===== config.mk =====
export PLATFORM = sky130hd
export DESIGN_NAME = mux_nto1_pipe
export DESIGN_NICKNAME = d
export VERILOG_FILES = /design/src/rtl/mux_nto1_pipe.sv
export SDC_FILE = /design/constraint.sdc
export NUM_CORES = 1
export LEC_CHECK = 0
export CORE_UTILIZATION = 36
export CTS_BUF_LIST = sky130_fd_sc_hd__clkbuf_8 sky130_fd_sc_hd__clkbuf_16
export DETAILED_ROUTE_END_ITERATION = 10
export GPL_TIMING_DRIVEN = 0
export PLACE_DENSITY = 0.78
export SLEW_MARGIN = 30
export SYNTH_ARGS = -nofsm -noshare
export SYNTH_HDL_FRONTEND = slang
export SYNTH_SLANG_ARGS = --single-unit
export TNS_END_PERCENT = 50

===== constraint.sdc =====
create_clock -name clk -period 1.8 [get_ports clk]
set_input_delay 0.54 -clock clk [delete_from_list [all_inputs] [get_ports clk]]
set_output_delay 0.54 -clock clk [all_outputs]
set_load 0.01 [all_outputs]

===== src/rtl/mux_nto1_pipe.sv =====
// N-input select-and-register stage with valid/ready handshake and a 2-entry skid buffer.
// Optional feature macro: MUX_SEL_ERR_EN adds a sticky sel_err output for out-of-range selects.
module mux_nto1_pipe #(
    parameter int unsigned WIDTH = 32,
    parameter int unsigned N     = 8,
    parameter int unsigned SELW  = $clog2(N)
) (
    input  logic               clk,
    input  logic               rst_n,
    input  logic [N*WIDTH-1:0] in_bus,
    input  logic [SELW-1:0]    sel,
    input  logic               in_valid,
    output logic               in_ready,
    input  logic               flush,
    output logic [WIDTH-1:0]   out_data,
    output logic               out_valid,
    input  logic               out_ready
`ifdef MUX_SEL_ERR_EN
    ,
    output logic               sel_err
`endif
);

    // State encoding is {main_valid, skid_valid}; 2'b01 is unreachable.
    typedef enum logic [1:0] {
        ST_EMPTY = 2'b00,
        ST_ONE   = 2'b10,
        ST_FULL  = 2'b11
    } state_e;

    state_e           state_q, state_d;
    logic [WIDTH-1:0] main_q, main_d;
    logic [WIDTH-1:0] skid_q, skid_d;
    logic [WIDTH-1:0] sel_data_c;
    logic             accept_c;
    logic             pop_c;

    // Out-of-range selects fall through to zero.
    always_comb begin
        sel_data_c = '0;
        for (int unsigned k = 0; k < N; k++) begin
            if (sel == SELW'(k)) begin
                sel_data_c = in_bus[k*WIDTH +: WIDTH];
            end
        end
    end

    assign in_ready  = rst_n & ~state_q[0];
    assign out_valid = state_q[1];
    assign out_data  = main_q;
    assign accept_c  = in_valid & in_ready;
    assign pop_c     = out_valid & out_ready;

    always_ff @(posedge clk) begin
        if (!rst_n) begin
            state_q <= ST_EMPTY;
            main_q  <= '0;
            skid_q  <= '0;
        end else begin
            state_q <= state_d;
            main_q  <= main_d;
            skid_q  <= skid_d;
        end
    end

    always_comb begin
        state_d = state_q;
        main_d  = main_q;
        skid_d  = skid_q;
        if (flush) begin
            state_d = ST_EMPTY;
            main_d  = '0;
            skid_d  = '0;
        end else begin
            case (state_q)
                ST_EMPTY: begin
                    if (accept_c) begin
                        state_d = ST_ONE;
                        main_d  = sel_data_c;
                    end
                end
                ST_ONE: begin
                    if (accept_c && pop_c) begin
                        main_d = sel_data_c;
                    end else if (accept_c) begin
                        state_d = ST_FULL;
                        skid_d  = sel_data_c;
                    end else if (pop_c) begin
                        state_d = ST_EMPTY;
                    end
                end
                ST_FULL: begin
                    if (pop_c) begin
                        state_d = ST_ONE;
                        main_d  = skid_q;
                        skid_d  = '0;
                    end
                end
                default: begin
                    state_d = ST_EMPTY;
                    main_d  = '0;
                    skid_d  = '0;
                end
            endcase
        end
    end

`ifdef MUX_SEL_ERR_EN
    logic sel_err_q, sel_err_d;
    logic sel_oob_c;

    always_comb begin
        sel_oob_c = 1'b1;
        for (int unsigned k = 0; k < N; k++) begin
            if (sel == SELW'(k)) begin
                sel_oob_c = 1'b0;
            end
        end
    end

    // Sticky until reset; flush leaves it alone.
    assign sel_err_d = sel_err_q | (accept_c & sel_oob_c);

    always_ff @(posedge clk) begin
        if (!rst_n) begin
            sel_err_q <= 1'b0;
        end else begin
            sel_err_q <= sel_err_d;
        end
    end

    assign sel_err = sel_err_q;
`endif

endmodule


# After elaboration in Yosys (flattened, before gate mapping)
# Cells that the tools add are included.
# W data, S select, Z words.
[classes]
muxes = 21
n_eq_ne = 15
bitwise_logic = 6
reduce_logical = 7
[op_table]
columns = ["cell", "count"]
rows = [
  ["$mux W32", 13],
  ["$pmux W32 S3", 2],
  ["$eq A3 B3 Y1 const B", 4],
  ["$mux W2", 5],
  ["$ne A2 B2 Y1 const B", 5],
  ["$reduce_and A4 Y1", 2],
  ["$eq A3 B2 Y1 const B", 2],
  ["$pmux W2 S3", 1],
  ["$eq A2 B2 Y1 const B", 2],
  ["$and A1 B1 Y1", 3],
  ["$eq A3 B1 Y1 const B", 1],
  ["$logic_not A3 Y1", 1],
  ["$ne A3 B3 Y1 const B", 1],
  ["$not A1 Y1", 3],
  ["$reduce_and A3 Y1", 1],
  ["$logic_not A2 Y1", 1],
  ["$reduce_or A2 Y1", 1],
  ["$logic_and A1 B1 Y1", 1],
]
[totals]
wordCells = 52
inputBits = 264
ff_bits = 66
output_inout_bits = 34

# Logic depth before layout (Yosys ltp)
[logic_depth]
depth_word = 12
ltp_mapped = 8
depth_no_buf = 6

# Worst setup path after synthesis
# Ideal clock, no wire load.
[synth_path]
path_type = "reg-to-reg"
start = "register state_q[1]"
end = "register main_q[0] (netlist: out_data[0])"
n_path_buf = 2
path_slack_ns = -0.171
period_less_slack_ns = 1.971
stages_incl_launch_ff = 7
t_arrival_ns = 1.832
required_ns = 1.661
setup_ns = 0.139
path_cell_list = "dfxtp_1 inv_1 ha_1 clkbuf_1 o221ai_1 clkbuf_1 o221ai_1"
[synth_between]
elab_chain_len = 4
elab_cells_between_ends = 10
cone_classes = "5 x eq/ne; 1 x mux; 1 x bitwise; 3 x reduce/logical"
[synth_lines]
columns = ["element", "line", "source"]
rows = [
  ["from (decl)", "31", "state_e state_q, state_d;"],
  ["from (signal assigned)", "60", "state_q <= state_d;"],
  ["$and A1 B1 Y1", "52", "assign pop_c = out_valid & out_ready;"],
  ["$logic_and A1 B1 Y1", "83", "if (accept_c && pop_c) begin"],
  ["$ne A2 B2 Y1 (no line)", "-", ""],
  ["$reduce_and A3 Y1 (no line)", "-", ""],
  ["to (signal assigned)", "61", "main_q <= main_d;"],
  ["to (decl)", "32", "logic [WIDTH-1:0] main_q, main_d;"],
]
# Several ways; a longest one is shown, not always the timed one.
# A chain may end at the register's enable or synchronous reset.

# Worst setup path in the final report
[layout_path]
start = "register state_q[1]"
end = "register state_q[0]"
[layout_between]
elab_chain_len = 4
elab_cells_between_ends = 11
cone_classes = "6 x eq/ne; 1 x mux; 1 x bitwise; 3 x reduce/logical"
[layout_lines]
columns = ["element", "line"]
rows = [
  ["$and A1 B1 Y1", "52"],
  ["$logic_and A1 B1 Y1", "83"],
  ["$ne A2 B2 Y1 (no line)", "-"],
  ["$reduce_and A4 Y1 (no line)", "-"],
]
# Several ways; a longest one is shown, not always the timed one.

==> out/qor.txt <==
Status: finished, violations left
Failing checks: setup timing
Post-CTS Hold Buffers: 0
R2R Setup Slk: -0.11 ns
Via Count: 7355
# DRC: 0
Clk pin slew, worst setup/hold paths: 0.05 ns
CTS Buf Count: 9
WL/cell: 23.2 um
Fin nets: 1269
Fin util: 0.667
Die area: 15900 um^2
Seq/Total Area, Yosys: 0.239
Post-Route WL: 27600 um
Critical path peak fanout: 10
Max Cap Viol: 0
Cell Chain, Critical Path: buf_12 -> ha_4 -> clkinvlp_4 -> nor3_4 -> buf_2 -> o21ai_0 -> a21oi_1
Worst hold slack: 0.480 ns
Synth async-reset ratio: 0
Largest net degree at the start of global routing: 12
Distinct cell type count after synthesis: 38
Via density: 6.18
Worst-case reg-to-reg path depth: 7
RSZ-0062 raised after global routing: true
Power Density: 536 nW/um^2
Clock root buffer: clkbuf_16
Initial Util: 0.375
CP peak stage delay: 0.39 ns
Leak pwr: 4.01 nW
Cells after Synth: 679
CP max stage cell: dfxtp_4
Worst Setup End Kind: register
Top_reg_cell synth: dfxtp_1
Yosys top cell area share: 0.239
CTS tree: yes
Fin crit period: 1.91 ns
ANT nets after route: 0
Setup CP Type: reg -> reg
Worst slew pin tran: 0.549 ns
Place WS: -0.889 ns
GRT Util Overall: 0.344
Worst EP arrival: 2.17 ns
# clock sinks: 66
Synth cell count leaders: mux2i_1 (97), o221ai_1 (84), inv_1 (83), o211ai_1 (74), dfxtp_1 (66)
Final Hold Fails: 0
# IOs: 298
Reg2reg start: state_q[1]$_SDFFE_PP0P_
Met3 routed WL: 2700 um
Crit path launch type: register
Die X: 126 um
Max-slew violation count: 0
DRT met1 WL: 10700 um
Global-route wire length before repair: 41900 um
Register bit total from synthesis: 66
Final RePlAce weighted congestion: 0.952
Total grt overflow: 0
Final WS setup: -0.108 ns
Syn_nets: 948
Min-delay src: skid_q[8]$_SDFFE_PP0P_
CP startpoint: state_q[1]$_SDFFE_PP0P_
Depth of the worst hold-timing path: 2
IO buf count: 296
Drt initial violations: 656
Required @ worst endpoint: 2.06 ns
Most frequent cell after synthesis: mux2i_1
Syn Area/Cell: 8.16 um^2
Pwr Total: 0.00527 W
Multi-input gate area: 3870 um^2
Final Cycle Share: 1.06
Fillcell total: 1232
Cell taking the most area after synthesis: dfxtp_1
Peak supply drop: 0.466 mV
Dpl hpwl: 20700 um
DRT Pass-1 Iters: 6
Top delay family on crit path: buffers and inverters
Clock Tree Buf Depth: 2
Area Growth Syn to Fin: 77.6%
Number of synthesized flops with an enable pin: 0
Worst rel slew slack: 0.634
Htree depth: 3
Register Area: 1330 um^2
Clk_lat worst skew: 0.34 ns
Buf/Inv on CP: 3
Hold/Removal Path Class: reg -> reg
Yosys warnings: 0
Layout Skew: 0.00266 ns
Core area: 14800 um^2
Placement Rows: 44
DR WL met2: 12800 um
Vias in the first global route: 7164
Crit. path cell count: 7
Dominant cells by area after synthesis: dfxtp_1 (24%), mux2i_1 (18%), o221ai_1 (13%)
Fmax: 524 MHz
DR top layer: met5
DIE HEIGHT: 126 um
Setup violators final: 52
Share of cells above drive strength 1: 0.160
Mapped cell area: 5540 um^2
Initial antenna violation count: 3
==> flip-flops by register name, summed over array words and instances, names as in the netlist <==
name / cells
state_q: 2
out_data: 32
skid_q: 32
==> final cells by class <==
type	count	area share
clock buffers	12	0.0282
clock inverters	4	0.00712
diodes	1	0.000254
repair buffers	311	0.317
multi-input cells	454	0.393
inverters	83	0.0321
flip-flops and latches	66	0.135
plain buffers	75	0.0635
well taps	184	0.0234
==> cell usage in the layout, fill, tap and decap left out, drive strengths merged, types with 2 or more instances in the layout <==
master | netlist | routed
ha | 5 | 5
inv | 83 | 82
nand4 | 29 | 29
mux2i | 97 | 97
nand2 | 38 | 38
nor3 | 3 | 3
dlymetal6s2s | 0 | 6
dfxtp | 66 | 66
clkdlybuf4s15 | 0 | 3
a31oi | 2 | 2
clkdlybuf4s50 | 0 | 277
a22o | 16 | 16
clkinv | 0 | 2
o21ai | 5 | 5
dlygate4sd2 | 0 | 10
a21oi | 2 | 2
clkbuf | 48 | 42
nor2b | 3 | 3
o22ai | 3 | 3
nor2 | 4 | 4
buf | 28 | 60
o221ai | 94 | 94
o211ai | 74 | 74
nand3 | 45 | 45
nand2b | 3 | 3
bufinv | 0 | 2
a22oi | 22 | 22
==> worst reg2reg max path: cells and delay by family, from the launching register on <==
family,cells,cell delay (ns)
and+or+nand+nor,1,0.29
adders and majority gates,1,0.23
DFF,1,0.39
AOI/OAI and AO/OA,2,0.30
buffers and inverters,3,0.62
==> power by group <==
group	total (W)	internal (W)	switching (W)
clock network	0.00204	0.00137	0.000676
registers	0.00150	0.00148	0.0000182
logic	0.00173	0.000924	0.000801
==> logic make-up (layout without fill, tap and decap cells) <==
family | after synthesis | count (layout) | share of synthesized area
DFF | 66 | 66 | 0.239
adders and majority gates | 5 | 5 | 0.0113
and+or+nand+nor | 129 | 129 | 0.120
buffers and inverters | 159 | 485 | 0.115
AOI/OAI and AO/OA | 222 | 222 | 0.339
other | 0 | 1 | 0
xor gates and xnor gates | 1 | 1 | 0.00158
muxes | 97 | 97 | 0.175
==> metrics by stage <==
stage                     cells  setup TNS (ns)  instance area (um^2)
after detailed placement   1159          -53.36                  8780
after floorplan             679               0                  5590
after global routing       1190           -4.45                  9840
after global placement     1159          -51.42                  8780
final                      1190           -1.95                  9840
after CTS                  1185         -0.0310                  9630
==> repair_timing <==
action / CTS / global route
pin swaps: 11 / 11
gates resized for setup: 151 / 70
endpoints found under the hold margin: 0 / 0
endpoints found under the setup margin: 75 / 72
setup buffers: 10 / 3
cloned: 1 / 1
==> routing by layer <==
metal / vias up / track usage
li1: 3302 / -
met1: 3442 / 0.417
met2: 509 / 0.577
met3: 98 / 0.0777
met4: 4 / 0.158
met5: - / 0
==> final timing paths <==
check	to
max	state_q[0]$_SDFFE_PP0P_
min	skid_q[8]$_SDFFE_PP0P_
max reg2reg	state_q[0]$_SDFFE_PP0P_
min reg2reg	skid_q[8]$_SDFFE_PP0P_
Power figures use the tool's default switching activity.
